<file path="src/rtl/mmio_uart_tx.sv">
// mmio_uart_tx: memory-mapped UART transmitter sitting beside dmem on the writeback store path.
//
// Register map (byte addresses, ALUResultW[1:0] ignored):
//   BASE_ADDR + 0  TXDATA  write-only; a store pushes WriteData[7:0] into the byte FIFO.
//   BASE_ADDR + 4  STATUS  read: {count[15:8], parity_en, overflow, busy, empty, full};
//                          write with WriteData[3]=1 clears the sticky overflow flag.
//
// Bytes leave on tx as 8N1 frames, LSB first, each bit held CLKS_PER_BIT cycles.
// Frames queued in the FIFO go out back-to-back with no idle gap between them.
//
// Optional feature, selected with `define MMIO_UART_TX_PARITY_EN:
//   adds an even-parity bit between the data bits and the stop bit (8E1) and reports
//   STATUS[4]=1. Without the macro the frame is plain 8N1 and STATUS[4]=0.

module mmio_uart_tx #(
    parameter logic [31:0] BASE_ADDR    = 32'h0000_0100,
    parameter int unsigned CLKS_PER_BIT = 434,
    parameter int unsigned FIFO_DEPTH   = 8
) (
    input  logic        clk,
    input  logic        reset,
    input  logic        MemWriteW,
    input  logic [31:0] ALUResultW,
    input  logic [31:0] WriteData,
    output logic [31:0] ReadData,
    output logic        sel,
    output logic        tx
);

    localparam int unsigned PtrW  = $clog2(FIFO_DEPTH);
    localparam int unsigned BaudW = $clog2(CLKS_PER_BIT);

    localparam logic [PtrW:0]    PtrOne     = (PtrW + 1)'(1);
    localparam logic [PtrW:0]    DepthVal   = (PtrW + 1)'(FIFO_DEPTH);
    localparam logic [BaudW-1:0] BaudReload = BaudW'(CLKS_PER_BIT - 1);
    localparam logic [BaudW-1:0] BaudOne    = BaudW'(1);

`ifdef MMIO_UART_TX_PARITY_EN
    localparam logic ParityEn = 1'b1;
`else
    localparam logic ParityEn = 1'b0;
`endif

    typedef enum logic [2:0] {
        StIdle,
        StStart,
        StData,
`ifdef MMIO_UART_TX_PARITY_EN
        StParity,
`endif
        StStop
    } stateT;

    // Address decode and access qualification
    logic txDataHit;
    logic statusHit;
    logic txDataWr;
    logic statusWr;
    logic push;
    logic drop;
    logic clearOvf;

    // FIFO storage and pointers (one extra wrap bit distinguishes full from empty)
    logic [7:0]  fifoMem [FIFO_DEPTH];
    logic [PtrW:0] wrPtrQ, wrPtrD;
    logic [PtrW:0] rdPtrQ, rdPtrD;
    logic [PtrW:0] fifoCount;
    logic        fifoFull;
    logic        fifoEmpty;
    logic [7:0]  headByte;
    logic        pop;

    // Sticky overflow flag
    logic ovfQ, ovfD;

    // Serialiser state
    stateT            stateQ, stateD;
    logic [BaudW-1:0] baudQ, baudD;
    logic [7:0]       shiftQ, shiftD;
    logic [2:0]       bitIdxQ, bitIdxD;
    logic             txQ, txD;
    logic             baudExpired;
    logic             busy;

`ifdef MMIO_UART_TX_PARITY_EN
    logic parityQ, parityD;
`endif

    // Store data above the byte lane (bit 3 excepted) and the byte offset carry no meaning here.
    logic unusedBits;
    assign unusedBits = ^{ALUResultW[1:0], WriteData[31:8]};

    assign sel       = (ALUResultW[31:3] == BASE_ADDR[31:3]);
    assign txDataHit = sel && !ALUResultW[2];
    assign statusHit = sel && ALUResultW[2];
    assign txDataWr  = txDataHit && MemWriteW;
    assign statusWr  = statusHit && MemWriteW;

    assign fifoCount = wrPtrQ - rdPtrQ;
    assign fifoFull  = (fifoCount == DepthVal);
    assign fifoEmpty = (wrPtrQ == rdPtrQ);
    assign headByte  = fifoMem[rdPtrQ[PtrW-1:0]];

    // Fullness is judged on pre-edge state, so a pop on the same edge never makes room.
    assign push     = txDataWr && !fifoFull;
    assign drop     = txDataWr && fifoFull;
    assign clearOvf = statusWr && WriteData[3];

    assign baudExpired = (baudQ == '0);
    assign busy        = (stateQ != StIdle) || !fifoEmpty;
    assign tx          = txQ;

    // FIFO payload storage; contents need no reset since the pointers gate visibility.
    always_ff @(posedge clk) begin
        if (push) begin
            fifoMem[wrPtrQ[PtrW-1:0]] <= WriteData[7:0];
        end
    end

    // FIFO pointer and overflow next-state
    always_comb begin
        wrPtrD = wrPtrQ;
        rdPtrD = rdPtrQ;
        ovfD   = ovfQ;
        if (push) begin
            wrPtrD = wrPtrQ + PtrOne;
        end
        if (pop) begin
            rdPtrD = rdPtrQ + PtrOne;
        end
        // A drop on the same edge as a clear leaves the flag set.
        if (clearOvf) begin
            ovfD = 1'b0;
        end
        if (drop) begin
            ovfD = 1'b1;
        end
    end

    // Serialiser next-state: frame sequencing, baud countdown and tx level
    always_comb begin
        stateD  = stateQ;
        baudD   = baudQ;
        shiftD  = shiftQ;
        bitIdxD = bitIdxQ;
        txD     = txQ;
        pop     = 1'b0;
`ifdef MMIO_UART_TX_PARITY_EN
        parityD = parityQ;
`endif

        case (stateQ)
            StIdle: begin
                txD = 1'b1;
                if (!fifoEmpty) begin
                    pop = 1'b1;
                end
            end

            StStart: begin
                if (baudExpired) begin
                    // The shift register always presents the next bit to send at [0].
                    txD     = shiftQ[0];
                    shiftD  = {1'b0, shiftQ[7:1]};
                    bitIdxD = 3'd0;
                    baudD   = BaudReload;
                    stateD  = StData;
                end else begin
                    baudD = baudQ - BaudOne;
                end
            end

            StData: begin
                if (baudExpired) begin
                    baudD = BaudReload;
                    if (bitIdxQ == 3'd7) begin
`ifdef MMIO_UART_TX_PARITY_EN
                        txD    = parityQ;
                        stateD = StParity;
`else
                        txD    = 1'b1;
                        stateD = StStop;
`endif
                    end else begin
                        txD     = shiftQ[0];
                        shiftD  = {1'b0, shiftQ[7:1]};
                        bitIdxD = bitIdxQ + 3'd1;
                    end
                end else begin
                    baudD = baudQ - BaudOne;
                end
            end

`ifdef MMIO_UART_TX_PARITY_EN
            StParity: begin
                if (baudExpired) begin
                    txD    = 1'b1;
                    baudD  = BaudReload;
                    stateD = StStop;
                end else begin
                    baudD = baudQ - BaudOne;
                end
            end
`endif

            StStop: begin
                if (baudExpired) begin
                    if (!fifoEmpty) begin
                        pop = 1'b1;
                    end else begin
                        txD    = 1'b1;
                        stateD = StIdle;
                    end
                end else begin
                    baudD = baudQ - BaudOne;
                end
            end

            default: begin
                txD    = 1'b1;
                stateD = StIdle;
            end
        endcase

        // Loading a new frame is identical from IDLE and from the end of a stop bit.
        if (pop) begin
            shiftD = headByte;
            txD    = 1'b0;
            baudD  = BaudReload;
            stateD = StStart;
`ifdef MMIO_UART_TX_PARITY_EN
            parityD = ^headByte;
`endif
        end
    end

    // State registers with synchronous reset; reset aborts any frame and empties the queue.
    always_ff @(posedge clk) begin
        if (reset) begin
            wrPtrQ  <= '0;
            rdPtrQ  <= '0;
            ovfQ    <= 1'b0;
            stateQ  <= StIdle;
            baudQ   <= '0;
            shiftQ  <= '0;
            bitIdxQ <= '0;
            txQ     <= 1'b1;
`ifdef MMIO_UART_TX_PARITY_EN
            parityQ <= 1'b0;
`endif
        end else begin
            wrPtrQ  <= wrPtrD;
            rdPtrQ  <= rdPtrD;
            ovfQ    <= ovfD;
            stateQ  <= stateD;
            baudQ   <= baudD;
            shiftQ  <= shiftD;
            bitIdxQ <= bitIdxD;
            txQ     <= txD;
`ifdef MMIO_UART_TX_PARITY_EN
            parityQ <= parityD;
`endif
        end
    end

    // Load path: STATUS word when STATUS is addressed, zero otherwise (TXDATA is write-only).
    always_comb begin
        ReadData = '0;
        if (statusHit) begin
            ReadData[0]    = fifoFull;
            ReadData[1]    = fifoEmpty;
            ReadData[2]    = busy;
            ReadData[3]    = ovfQ;
            ReadData[4]    = ParityEn;
            ReadData[15:8] = 8'(fifoCount);
        end
    end

endmodule
</file>
<file path="config.mk">
export PLATFORM = sky130hd
export DESIGN_NAME = mmio_uart_tx
export DESIGN_NICKNAME = d
export VERILOG_FILES = /design/src/rtl/mmio_uart_tx.sv
export SDC_FILE = /design/constraint.sdc
export NUM_CORES = 1
export LEC_CHECK = 0
export ABC_AREA = 1
export BUFFER_PORTS_ARGS = -buffer_cell sky130_fd_sc_hd__buf_2
export CAP_MARGIN = 10
export CORE_MARGIN = 1
export CORE_UTILIZATION = 40
export CTS_BUF_LIST = sky130_fd_sc_hd__clkbuf_4
export DETAILED_ROUTE_END_ITERATION = 16
export SLEW_MARGIN = 5
export SYNTH_ARGS = -nofsm -noshare
export SYNTH_HDL_FRONTEND = slang
export SYNTH_SLANG_ARGS = --single-unit
</file>
<file path="constraint.sdc">
create_clock -name clk -period 2.8 [get_ports clk]
set_input_delay 0 -clock clk [delete_from_list [all_inputs] [get_ports clk]]
set_output_delay 0 -clock clk [all_outputs]
set_load 0.01 [all_outputs]
</file>
# --- Yosys cells after proc, flatten, opt, wreduce, memory -nomap -nowiden ---
# Memories as Yosys holds them, arrays and structs flattened. A register that Yosys moved wholly into a read port is not among the register bits.
# Index checks and enable logic that the tools add are counted.
# Widths: inputs -> output; s select.
word_totals:
  mem_count: 1
  ff_bits: 33
  output_inout_bits: 34
  word_cells: 105
  input_bits: 67
  ram_bits: 64
op_classes:
  n_eq_ne: 22
  add_sub_neg: 5
  bitwise: 1
  reduce_logical: 28
  n_mux: 38
mem_list:
  columns: ["memory", "depth", "width", "read_ports", "rd_ports_with_merged_regs", "write_ports", "line_no", "text"]
  rows:
  - ["fifoMem", 8, 8, 1, 1, 1, "64", "logic [7:0] fifoMem [FIFO_DEPTH];"]
op_table:
  columns: ["operator", "count"]
  rows:
  - ["$mux 8", 4]
  - ["$mux 3", 10]
  - ["$eq 29x6->1 const B", 1]
  - ["$mux 9", 3]
  - ["$ne 3x3->1 const B", 7]
  - ["$pmux 9 s2", 1]
  - ["$ne 2x2->1 const B", 8]
  - ["$pmux 8 s2", 1]
  - ["$mux 1", 13]
  - ["$pmux 3 s4", 1]
  - ["$reduce_and 4->1", 3]
  - ["$reduce_and 6->1", 2]
  - ["$logic_not 9->1", 1]
  - ["$reduce_bool 3->1", 3]
  - ["$sub 9x1->9 const B", 1]
  - ["$add 4x1->4 const B", 2]
  - ["$mux 4", 2]
  - ["$logic_and 1x1->1", 7]
  - ["$eq 3x2->1 const B", 2]
  - ["$pmux 3 s2", 1]
  - ["$reduce_bool 2->1", 3]
  - ["$eq 4x4->1", 1]
  - ["$eq 4x4->1 const B", 1]
  - ["$reduce_and 2->1", 2]
  - ["11 further kinds", 14]

# --- Depth between registers and ports, before layout ---
depth:
  depth_word: 6
  depth_mapped: 13
  mapped_depth_nobuf: 13

# --- Least setup slack after synthesis ---
# OpenSTA, ideal clock, no wires.
synth_timing:
  kind: "register to register"
  start: "reg wrPtrQ[0]"
  end: "mem fifoMem[1][0] (enable)"
  synth_period_minus_slack_ns: 2.549
  arrival_ns: 2.165
  setup_ns: 0.383
  stages_incl_launch_ff: 11
  required_ns: 2.417
  path_buffers: 0
  setup_slack_ns: 0.251
  cell_sequence: "dfxtp_1 inv_1 ha_1 inv_1 fa_1 inv_1 nand2_1 nor2_1 nand3_1 nand3_2 nor3_1"
synth_between:
  elab_chain_cells: 6
synth_rtl:
  columns: ["item", "line_no", "text"]
  rows:
  - ["start, declared", "65", "logic [PtrW:0] wrPtrQ, wrPtrD;"]
  - ["start signal, assigned", "252", "wrPtrQ <= wrPtrD;"]
  - ["$sub 4x4->4", "99", "assign fifoCount = wrPtrQ - rdPtrQ;"]
  - ["$eq 4x4->1", "100", "assign fifoFull = (fifoCount == DepthVal);"]
  - ["$logic_not 1->1", "105", "assign push = txDataWr && !fifoFull;"]
  - ["$logic_and 1x1->1", "105", null]
  - ["$mux 1", "115", "if (push) begin"]
  - ["$mux 1 (not written as such)", "116", "fifoMem[wrPtrQ[PtrW-1:0]] <= WriteData[7:0];"]
  - ["end, declared", "64", null]
# Parallel ways exist; a longest one is shown, timed or not.

# --- Worst setup path in the final report ---
layout_timing:
  start: "reg wrPtrQ[0]"
  end: "mem fifoMem[2][6] (enable)"
# Same word-level chain as after synthesis.

==> qor.yml <==
clock_network:
  clock-sinks: 99
  cts_tree: "done"
  clk_pin_slew_ns: 0.16
  cts-buffers-inserted: 9
  cts_resized: 0
  htreeDepth: 3
  insertion_delay_ns: 0.46
  cts_root_buffer: "clkbuf_4"
  cts_buffer_depth: 2
synth:
  ys_types: 43
  ys_seq_elements: 99
  syn_area_per_cell_sq_um: 8.76
  synth-seq-area-share: 0.517
  synthTopCellsByArea: "edfxtp_1, dfxtp_1, nor2_1"
  postSynth.asyncResetShare: 0
  yosysTopAreaCellShare: 0.379
  syn_inst: 579
  syn_area_sq_um: 5070
  yosysWarnings: 0
  synthFlopType: "edfxtp_1"
  yosys.area.top_type: "edfxtp_1"
  synth-edff-count: 64
drt:
  avgViaCountPerCell: 4.78
  wirelength_um: 10500
  vias: 3913
  dr.first_iter.drc_count: 220
  routedWlPerCell_um: 12.8
  drt-pass1-iter-count: 5
  ant_nets: 0
  drc: 0
critical_path:
  regToRegStartpoint: "wrPtrQ[0]"
  crit_required_ns: 2.98
  start_kind: "flip-flop"
  cp-startpoint: "wrPtrQ[0]"
  setup.worst_path.class: "reg -> reg"
  end_kind: "flip-flop"
  arrival_ns: 2.74
  cp_max_fo: 8
final_layout:
  layoutNonFillerInstCount: 818
  drive_gt1_frac: 0.149
  mostFrequentLayoutCell: "nor2_1"
  final_cell_mix: "nor2_1, nand2_1, inv_1, edfxtp_1, nand3_1"
  synthToLayoutAreaGrowth_pct: 12.5
  nNetsFinal: 725
  n_fill_cell: 1150
global_route:
  track_usage: 0.171
  grt_start_max_net_pins: 40
  grt_pass1_wl_um: 17400
  grt_pass1_vias: 3626
  antenna_found_initial: 1
  overflow: 0
power_and_ir_drop:
  p_leak_nw: 2.45
  clockPowerShare: 0.181
  p_per_area_nw_per_um2: 800
  p_comb_frac: 0.428
  swShare: 0.416
  vdd_drop_max_mv: 0.263
  p_int_mw: 2.67
  power_switching_mw: 1.90
  power_frac_seq: 0.391
die:
  dieArea_sq_um: 13100
  pin_count: 101
  fp-row-count: 40
  die_w_um: 115
  start_util: 0.417
  coreArea_sq_um: 12200
  die_h_um: 115
flow_run:
  cap_violations: 0
timing:
  worstMarginPinSlew_ns: 0.754
  min_period_ns: 2.56
  fmax_ghz: 0.391
  rsz0062_at_grt: "false"
  clock_skew_ns: 0.0125
  fin_tns_setup_ns: 0
  drv_slew: 0
  hold_violations: 0
  max-slew-margin-rel: 0.497
  setup_viol: 0
  layout_worst_path_cycle_share: 0.914
outcome:
  outcome: "completed"
hold_path:
  hold_start: "ALUResultW[31]"
  min_path_type: "in -> reg"
placement:
  place_congestion: 0.790
  dp.cells: 789
  dp_hpwl_um: 7440
  io_buffers: 50
## final timing paths
check             slack (ns)            end  depth (start not counted)
setup / recovery        0.24  fifoMem[2][6]                         13
hold reg to reg         0.48     bitIdxQ[1]                          2
setup reg to reg        0.24  fifoMem[2][6]                         13
hold / removal          0.04      wrPtrQ[2]                          9
## through the flow
step | area [sq um] | total power [mW] | util | hold WS [ns] | worst slack, ns
finish | 5710 | 4.57 | 0.469 | 0.0420 | 0.240
global placement | 5430 | 3.73 | 0.446 | 0.297 | 0.304
CTS | 5700 | 4.60 | 0.469 | 0.0246 | 0.231
floorplan | 5160 | 3.43 | - | 0.0989 | 0.251
global route | 5710 | 4.92 | 0.469 | 0.0727 | 0.0129
detailed placement | 5430 | 3.76 | 0.446 | 0.302 | 0.259
## critical path: stages (launching register included)
cell and delay (ns):
dfxtp_1 0.36, inv_1 0.18, ha_1 0.18, inv_1 0.06, fa_1 0.48, inv_1 0.05
nand2_1 0.05, nor2_1 0.05, nand3_1 0.16, nand3_2 0.18, inv_1 0.12, nand2_1 0.10
nor2_1 0.12, buf_4 0.19
## layout make-up
| cell class | count | area (sq um) | area share |
|---|---|---|---|
| flip-flops and latches | 99 | 2620 | 0.460 |
| clock buffers | 9 | 67.6 | 0.0118 |
| repair buffers | 72 | 445 | 0.0781 |
| diodes | 1 | 2.50 | 0.000439 |
| clock inverters | 7 | 90.1 | 0.0158 |
| well taps | 168 | 210 | 0.0368 |
| multi-input cells | 387 | 1980 | 0.348 |
| inverters | 75 | 284 | 0.0498 |
## synth_stat cells (2+ instances only)
| cell type | number |
|---|---|
| a21oi_1 | 18 |
| a21oi_2 | 4 |
| buf_2 | 3 |
| buf_4 | 25 |
| buf_6 | 2 |
| clkbuf_1 | 10 |
| dfxtp_1 | 35 |
| edfxtp_1 | 64 |
| ha_1 | 13 |
| inv_1 | 73 |
| nand2_1 | 81 |
| nand2_2 | 2 |
| nand2_4 | 2 |
| nand2_8 | 2 |
| nand3_1 | 52 |
| nand3b_1 | 3 |
| nand4_1 | 12 |
| nor2_1 | 105 |
| nor2_2 | 2 |
| nor2_4 | 2 |
| nor3_1 | 6 |
| o211ai_1 | 6 |
| o21ai_0 | 27 |
| o21ai_1 | 4 |
| o21ai_2 | 2 |
| xnor2_1 | 2 |
| xor2_1 | 6 |
## layer usage
layer / part of all wire / wire length (um) / GRT usage
met1: 0.46 / 4780 / 0.229
met2: 0.48 / 5030 / 0.282
met3: 0.053 / 556 / 0.0238
met4: 0.0092 / 96 / 0.0658
met5: 0 / 0 / 0
## power by group through the flow
stage | Sequential, mW | Clock (mW) | Combinational, mW
after floorplan | 1.80 | 0 | 1.62
after global placement | 1.81 | 0 | 1.92
after detailed placement | 1.82 | 0 | 1.94
after CTS | 1.79 | 0.850 | 1.96
after global routing | 1.80 | 0.908 | 2.21
final | 1.79 | 0.825 | 1.95
## cell families after synthesis
logic type,Yosys count,share of synthesized area
and+or+nand+nor,272,0.243
buffers and inverters,116,0.109
DFF,99,0.517
AOI/OAI and AO/OA,69,0.0812
adders and majority gates,14,0.0360
xor gates and xnor gates,8,0.0138
other,1,0.000739
## flip-flops by register name, indices dropped and copies added, names as in the netlist, named ones only
register  count
baudQ         9
tx            1
rdPtrQ        4
wrPtrQ        4
fifoMem      64
shiftQ        8
bitIdxQ       3
stateQ        2
ovfQ          1
## repair_timing
item | CTS | global route
buffers inserted | 0 | 0
endpoints found under the hold margin | 73 | 0
hold buffers | 12 | 0
(Power assumes the default switching activity.)
